`config.mk`:
```
export PLATFORM = sky130hd
export DESIGN_NAME = uncached_dbus_bridge
export DESIGN_NICKNAME = d
export VERILOG_FILES = /design/src/rtl/uncached_dbus_bridge.sv
export SDC_FILE = /design/constraint.sdc
export NUM_CORES = 1
export LEC_CHECK = 0
export ABC_AREA = 1
export CORE_UTILIZATION = 50
export DETAILED_ROUTE_END_ITERATION = 8
export GPL_ROUTABILITY_DRIVEN = 0
export PLACE_DENSITY = 0.76
export SETUP_SLACK_MARGIN = 0.1
export SLEW_MARGIN = 20
export SYNTH_ARGS = -nofsm -noshare
export SYNTH_HDL_FRONTEND = slang
export SYNTH_SLANG_ARGS = --single-unit
```
`constraint.sdc`:
```
create_clock -name clk -period 5.78 [get_ports clk]
set_input_delay 1.734 -clock clk [delete_from_list [all_inputs] [get_ports clk]]
set_output_delay 1.734 -clock clk [all_outputs]
set_load 0.05 [all_outputs]
```
`src/rtl/uncached_dbus_bridge.sv`:
```
`default_nettype none
// ============================================================================
// Module      : uncached_dbus_bridge
// Description : Uncached data-bus port to valid/ready system bus bridge.
//               Stores are posted through an in-order write buffer. Loads
//               stall until the buffer has drained and read data returns,
//               so MMIO accesses keep strict program order.
// Revision    : 1.0 - initial release
// ============================================================================
module uncached_dbus_bridge #(
    parameter int WB_DEPTH = 4
) (
    input  logic        clk,
    input  logic        rst,
    input  logic        uc_read,
    input  logic        uc_write,
    input  logic [31:0] uc_address,
    input  logic [3:0]  uc_byteenable,
    input  logic [31:0] uc_wrdata,
    output logic        uc_stall,
    output logic [31:0] uc_rddata,
    output logic        wb_empty,
    output logic        bus_req_valid,
    input  logic        bus_req_ready,
    output logic        bus_req_write,
    output logic [31:0] bus_req_addr,
    output logic [3:0]  bus_req_be,
    output logic [31:0] bus_req_wdata,
    input  logic        bus_resp_valid,
    input  logic [31:0] bus_resp_rdata
);

    localparam int c_ptr_w = $clog2(WB_DEPTH);
    localparam int c_cnt_w = c_ptr_w + 1;
    localparam logic [c_cnt_w-1:0] c_full = c_cnt_w'(WB_DEPTH);

    // A read waiting behind buffered writes simply stays in IDLE/WREQ/WRESP,
    // so no dedicated read-wait state is encoded.
    localparam logic [2:0] c_st_idle  = 3'd0;
    localparam logic [2:0] c_st_wreq  = 3'd1;
    localparam logic [2:0] c_st_wresp = 3'd2;
    localparam logic [2:0] c_st_rreq  = 3'd4;
    localparam logic [2:0] c_st_rresp = 3'd5;
    localparam logic [2:0] c_st_rdone = 3'd6;

    logic [31:0]        r_wb_addr  [WB_DEPTH];
    logic [3:0]         r_wb_be    [WB_DEPTH];
    logic [31:0]        r_wb_wdata [WB_DEPTH];
    logic [c_ptr_w-1:0] r_wr_ptr;
    logic [c_ptr_w-1:0] r_rd_ptr;
    logic [c_cnt_w-1:0] r_count;
    logic [2:0]         r_state;
    logic [2:0]         w_state_nxt;
    logic               w_full;
    logic               w_push;
    logic               w_pop;

    // Fullness uses the registered count only: a pop this cycle frees space next cycle.
    assign w_full = (r_count == c_full);
    assign w_push = uc_write && !uc_read && !w_full;
    assign w_pop  = (r_state == c_st_wreq) && bus_req_ready;

    // Write-buffer storage; contents are qualified by the count, so no reset needed.
    always_ff @(posedge clk) begin
        if (w_push) begin
            r_wb_addr[r_wr_ptr]  <= uc_address;
            r_wb_be[r_wr_ptr]    <= uc_byteenable;
            r_wb_wdata[r_wr_ptr] <= uc_wrdata;
        end
    end

    // Circular pointers and occupancy count.
    always_ff @(posedge clk or posedge rst) begin
        if (rst) begin
            r_wr_ptr <= '0;
            r_rd_ptr <= '0;
            r_count  <= '0;
        end else begin
            if (w_push) r_wr_ptr <= r_wr_ptr + 1'b1;
            if (w_pop)  r_rd_ptr <= r_rd_ptr + 1'b1;
            case ({w_push, w_pop})
                2'b10:   r_count <= r_count + 1'b1;
                2'b01:   r_count <= r_count - 1'b1;
                default: r_count <= r_count;
            endcase
        end
    end

    // Bus transaction sequencer; buffered writes always go before a pending read.
    always_comb begin
        w_state_nxt = r_state;
        case (r_state)
            c_st_idle: begin
                if (r_count != '0)  w_state_nxt = c_st_wreq;
                else if (uc_read)   w_state_nxt = c_st_rreq;
            end
            c_st_wreq:  if (bus_req_ready)  w_state_nxt = c_st_wresp;
            c_st_wresp: if (bus_resp_valid) w_state_nxt = c_st_idle;
            c_st_rreq:  if (bus_req_ready)  w_state_nxt = c_st_rresp;
            c_st_rresp: if (bus_resp_valid) w_state_nxt = c_st_rdone;
            c_st_rdone: w_state_nxt = c_st_idle;
            default:    w_state_nxt = c_st_idle;
        endcase
    end

    // State register.
    always_ff @(posedge clk or posedge rst) begin
        if (rst) r_state <= c_st_idle;
        else     r_state <= w_state_nxt;
    end

    // Load data register; holds until the next read response.
    always_ff @(posedge clk or posedge rst) begin
        if (rst)                                           uc_rddata <= '0;
        else if (r_state == c_st_rresp && bus_resp_valid)  uc_rddata <= bus_resp_rdata;
    end

    // Request fields come straight from stable sources (FIFO head or held uc_* inputs).
    always_comb begin
        bus_req_valid = 1'b0;
        bus_req_write = 1'b0;
        bus_req_addr  = '0;
        bus_req_be    = '0;
        bus_req_wdata = '0;
        if (r_state == c_st_wreq) begin
            bus_req_valid = 1'b1;
            bus_req_write = 1'b1;
            bus_req_addr  = r_wb_addr[r_rd_ptr];
            bus_req_be    = r_wb_be[r_rd_ptr];
            bus_req_wdata = r_wb_wdata[r_rd_ptr];
        end else if (r_state == c_st_rreq) begin
            bus_req_valid = 1'b1;
            bus_req_addr  = uc_address;
            bus_req_be    = uc_byteenable;
        end
    end

    // Loads stall until RDONE; stores stall only against a full buffer.
    always_comb begin
        uc_stall = (uc_read && r_state != c_st_rdone) ||
                   (uc_write && !uc_read && w_full);
        wb_empty = (r_count == '0) && (r_state != c_st_wreq) && (r_state != c_st_wresp);
    end

`ifndef SYNTHESIS
    a_no_read_and_write: assert property (@(posedge clk) disable iff (rst)
        !(uc_read && uc_write));
    a_resp_only_when_waiting: assert property (@(posedge clk) disable iff (rst)
        bus_resp_valid |-> (r_state == c_st_wresp || r_state == c_st_rresp));
`endif

endmodule
`default_nettype wire

```
==> results.ini, run 1 <==
[power_and_ir_drop]
power_mw=8.93
p_sw_mw=3.74
ir_worst_vdd_mv=0.408
seq_power_share_pct=33.9
combPwrFrac_pct=43.7
sw_frac_of_total_pct=41.9
power_frac_clock_pct=22.4
intPower_mw=5.19
leakagePower_nw=6.03
power_density_nw_per_um2=553

[clock_tree]
cts_setup_buffers=0
cts_buffer_depth=3
cts.sinks=314
insertion_delay_ns=0.55
clockRootBuffer=clkbuf_16
cts_tree=built
cts_htree_levels=1
cts_resized=0
cts_buffers=31
postCtsHoldBufs=0
clk_pin_slew_ns=0.06

[timing]
report.final.slew_viol_count=0
tns_ns=0
fin_hold_ws_ns=0.485
worst_pin_slew_ns=1.03
clock_skew_ns=0.0137
finalSetupViolCount=0
relSlewSlack_pct=31.4
fin_crit_sh_pct=88.9
hold_viol=0
fmax_ghz=0.195
rsz0062_at_grt=no
fin_crit_ns=5.14

[final_layout]
n_antenna_cell=0
drive_above_1_share_pct=5.83
layoutNonFillerInstCount=1651
syn_to_final_growth_pct=26.0
final_area_um2=16200
final_nets=1409

[critical_path]
crit_arrival_ns=3.40
path_max_fanout=43
max_stage_delay_ns=0.81
r2r_setup_slack_ns=2.71
reg2reg_from=r_state[2]$_DFFE_PP0P_
endpoint_kind=primary output
crit_chain=inv_4 -> nand3_4 -> inv_2 -> nand3_1 -> nand2_1 -> clkdlybuf4s50_1
worstReg2RegEnd=r_count[2]$_DFFE_PP0P_
crit_path_start_kind=flip-flop
reg2reg_depth=10
critPathRequiredTime_ns=4.05
worstSetupPathType=reg -> out
worst_path_max_delay_cell=clkdlybuf4s50_1

[logic_synthesis]
synth_area_leaders=edfxtp_1 (64%), dfrtp_1 (8.2%), nand2_1 (6.8%)
yosysMostFrequentCell=edfxtp_1
synthesis.nets=1219
yosys.area.top_type=edfxtp_1
synth_top_area_share_pct=63.7
ys_async_sr_fraction_pct=13.4
synth_warnings=0
synth.cell_area_um2=12800
synth_edf_count=272
synth_common_cells=edfxtp_1 (272), nand2_1 (234), nand3_1 (147)
ys_ff_latch=314
yosysSeqAreaShare_pct=71.9
synthCells=1107
avgSynthCellArea_um2=11.6
synthFlopType=edfxtp_1
synth_cell_types=27

[floorplanning]
boundaryPins=210
coreArea_um2=25200
die-height_um=162
dieArea_um2=26300
die_x_um=162
rows=58
initial_utilization_pct=50.9

[detailed_routing]
drt_iter0_drc=665
drc=0
wl_per_cell_um=17.6
ant_nets=0
via_per_inst=5.27
first_pass_iters=5
route.vias.total=8708
routed_wirelength_mm=29.1

[place]
placed_area_um2=15100
dp.cells=1594
hpwl_mm=16.5
io_buffers=209

[grt]
grt_max_degree=70
grt_overflow_total=0
grt-busiest-layer=met2
met2_usage_pct=37.9
antenna_found_initial=0
grt_pass1_vias=8691
gr-usage-met3_pct=4.93
grtUsageMet1_pct=27.9
track_usage_pct=22.1
grt_pass1_wl_mm=44.8

[worst_hold_path]
worstHoldStart=uc_rddata[23]$_DFFE_PP0P_
min_delay_path_depth=2
min_to=uc_rddata[23]$_DFFE_PP0P_
hold_path_class=reg -> reg

[run_status]
status=finished clean

[job]
drv_cap=0

-- sequential cells by signal, summed over array words and instances, names as in the netlist --
signal,cells
r_wb_be,16
r_count,3
r_state,3
r_wr_ptr,2
r_rd_ptr,2
uc_rddata,32
r_wb_wdata,128
r_wb_addr,128
-- metal layers --
metal  wire length [um]  vias up
met3               2110       39
met1              12000     4158
li1                   -     4196
met2              14400      315
met5                  0        -
met4                588        0
-- power groups by stage --
stage                     combinational, mW  sequential (mW)  clock [mW]
after floorplan                        2.37             3.38           0
after global placement                 3.83             3.05           0
after detailed placement               3.90             3.06           0
after CTS                              3.93             3.02        2.03
after global routing                   4.18             3.06        2.12
final                                  3.90             3.02        2.00
-- critical path: cells and delay by family, from the launching register on --
| kind | cells | cell delay [ns] |
|---|---|---|
| simple gates | 3 | 0.43 |
| buf+inv | 3 | 1.66 |
| flops | 1 | 0.75 |
-- worst max-delay path by stage --
stage / depth (start not counted) / slack, ns / to / start
after floorplan: 3 / 0.44 / r_wb_addr[0][0]$_DFFE_PP_ / uc_read
after global placement: 4 / 0.69 / bus_req_be[1] / uc_byteenable[1]
after detailed placement: 4 / 0.67 / bus_req_be[1] / uc_byteenable[1]
after CTS: 6 / 0.58 / bus_req_be[0] / r_state[2]$_DFFE_PP0P_
after global routing: 6 / 0.47 / bus_req_be[0] / r_state[2]$_DFFE_PP0P_
final: 6 / 0.64 / bus_req_be[0] / r_state[2]$_DFFE_PP0P_
-- metrics by stage --
stage               utilization [%]  setup slack, ns
floorplan                         -            0.444
global placement               60.1            0.690
detailed placement             60.1            0.671
CTS                            64.2            0.576
global route                   64.2            0.471
finish                         64.2            0.642
-- cell type report --
cell class | count | area [um2]
well taps | 330 | 413
multi-input cells | 672 | 3040
repair buffers | 225 | 2250
clock buffers | 44 | 855
clock inverters | 13 | 166
flip-flops and latches | 314 | 9230
fillers | 1834 | 9020
inverters | 53 | 204
-- layout by cell type (no fill, tap or decap), types with 4 or more instances in the layout --
cell type | Yosys | final
o21ai_1 | 5 | 5
clkbuf_1 | 20 | 10
nor2_1 | 139 | 134
nor2_4 | 0 | 5
inv_1 | 47 | 47
bufinv_16 | 0 | 4
edfxtp_1 | 272 | 272
nand3_1 | 147 | 147
clkinv_1 | 0 | 5
inv_2 | 5 | 4
buf_4 | 15 | 13
dfrtp_1 | 42 | 39
clkdlybuf4s50_1 | 0 | 209
o21ai_0 | 92 | 92
a21oi_1 | 34 | 34
nand2_1 | 234 | 234
clkbuf_16 | 0 | 31
ha_1 | 5 | 5
-- kinds of logic (layout without fill, tap and decap cells) --
family | count (synthesis) | after routing | synth area share [%]
mux | 1 | 1 | 0.0878
simple gates | 529 | 529 | 17.3
flops | 314 | 314 | 71.9
buf+inv | 121 | 335 | 4.66
fa+ha+maj | 6 | 6 | 0.644
xor+xnor | 4 | 4 | 0.273
compound gates | 132 | 132 | 5.16
Note: power is estimated with default switching activity, not from simulation.
==> inputs of run 2 (changes only) <==
CORE_UTILIZATION = 48   (was 50)
clock period = 4.4 ns   (was 5.78 ns; I/O delays follow)
==> results.ini, run 2 (synthesized netlist as in run 1, its figures left out) <==
[clock_tree]
clockRootBuffer=clkbuf_16
cts.sinks=314
insertion_delay_ns=0.55
cts_buffer_depth=3
cts_tree=built
clk_pin_slew_ns=0.06
cts_htree_levels=1
postCtsHoldBufs=0
cts_buffers=31

[timing]
finalSetupViolCount=0
report.final.slew_viol_count=0
setup_ws_ns=0.318
fmax_ghz=0.245
hold_viol=0
fin_crit_sh_pct=92.8
relSlewSlack_pct=35.3
rsz0062_at_grt=no
worst_pin_slew_ns=0.969
fin_crit_ns=4.08
clock_skew_ns=0.0123

[place]
io_buffers=209
place_ws_ns=0.712
hpwl_mm=17.5
dp.cells=1607
placed_area_um2=15200

[floorplanning]
dieArea_um2=27400
initial_utilization_pct=49.1
coreArea_um2=26100
die_x_um=165
boundaryPins=210
rows=59
die-height_um=165

[power_and_ir_drop]
power_frac_clock_pct=22.2
leakagePower_nw=6.25
sw_frac_of_total_pct=42.0
p_sw_mw=4.97
combPwrFrac_pct=44.5
seq_power_share_pct=33.3
intPower_mw=6.88
power_density_nw_per_um2=729
ir_worst_vdd_mv=0.548

[critical_path]
path_max_fanout=23
crit_arrival_ns=2.76
critPathRequiredTime_ns=3.08
worstSetupPathType=reg -> out
crit_path_start_kind=flip-flop
endpoint_kind=primary output

[final_layout]
final_nets=1417
drive_above_1_share_pct=11.8
n_antenna_cell=0
final_area_um2=16300
fin_util_pct=62.2
layout_commonest_cell=edfxtp_1
mostFrequentLayoutCells=edfxtp_1 (272), nand2_1 (234), nand3_1 (147)
reg_top3=r_wb_addr (128), r_wb_wdata (128), uc_rddata (32)
syn_to_final_growth_pct=26.8
layoutNonFillerInstCount=1665

[detailed_routing]
route.vias.total=8792
routed_wirelength_mm=29.5
via_per_inst=5.28
wl_per_cell_um=17.7
ant_nets=0
first_pass_iters=7
drc=22
drt_iter0_drc=636

[grt]
grt_max_degree=73
antenna_found_initial=0
track_usage_pct=21.8
grt_overflow_total=0
grt_pass1_wl_mm=45.6
grt_pass1_vias=8720

[run_status]
status=finished with violations
violations=DRC

[worst_hold_path]
hold_path_class=reg -> reg

[job]
drv_cap=0

==> run 2: changes by cell type in the layout (fill, tap and decap cells not counted), moves of 2 or more <==
cell and change:
buf_4 +59, clkdlybuf4s50_1 -68, clkinv_1 -2, clkinv_2 +5, clkbuf_1 -2, buf_12 +16
==> run 2: area by class of cell <==
cell class / instances / area [um2]
clock buffer: 41 / 833
clock inverter: 17 / 191
fill: 2035 / 9880
inverter: 53 / 204
multi-input combinational: 672 / 3040
sequential: 314 / 9220
tap: 335 / 419
timing repair buffer: 233 / 2340
==> run 2: timing repair <==
action                                  in CTS  in global routing
endpoints found under the setup margin       0                  3
setup buffers                                0                  0
gates resized for setup                      0                  1
==> run 2: worst max-delay path: stages, from the launching register on <==
cell and delay [ns]:
dfrtp_4 0.59, buf_4 0.33, nor2_1 0.08, nor2_1 0.09, o21ai_0 0.12, a21oi_1 0.14
clkdlybuf4s50_1 0.85
==> run 2: power groups by stage <==
stage                     Sequential (mW)  Clock, mW  Combinational, mW
after global placement               3.97          0               5.20
after global routing                 3.99       2.80               5.68
after detailed placement             3.99          0               5.29
final                                3.94       2.63               5.27
after floorplan                      4.44          0               3.12
after CTS                            3.94       2.68               5.31
==> run 2: layer usage <==
| metal | track usage (%) | vias up | wire length [um] |
|---|---|---|---|
| li1 | - | 4218 | - |
| met1 | 27.3 | 4192 | 11700 |
| met2 | 38.6 | 342 | 15000 |
| met3 | 3.97 | 40 | 2170 |
| met4 | 6.20 | 0 | 614 |
| met5 | 0 | - | 0 |
==> run 2: path summary, 6_finish.rpt <==
check,start,end,slack [ns],depth (start not counted)
hold reg to reg,uc_rddata[18]$_DFFE_PP0P_,uc_rddata[18]$_DFFE_PP0P_,0.48,2
setup / recovery,r_rd_ptr[0]$_DFFE_PP0P_,bus_req_wdata[17],0.32,6
max in group asynchronous,rst,uc_rddata[10]$_DFFE_PP0P_,2.29,3
setup reg to reg,r_state[1]$_DFFE_PP0P_,r_count[1]$_DFFE_PP0P_,2.02,8
min in group asynchronous,rst,uc_rddata[28]$_DFFE_PP0P_,1.30,2
hold / removal,uc_rddata[18]$_DFFE_PP0P_,uc_rddata[18]$_DFFE_PP0P_,0.48,2
==> run 2: metrics by stage <==
step	hold slack (ns)	power [mW]	TNS [ns]
floorplan	0.504	7.55	-142.02
global placement	0.464	9.18	0
detailed placement	0.473	9.28	0
CTS	0.488	11.9	0
global route	0.511	12.5	0
finish	0.481	11.8	0
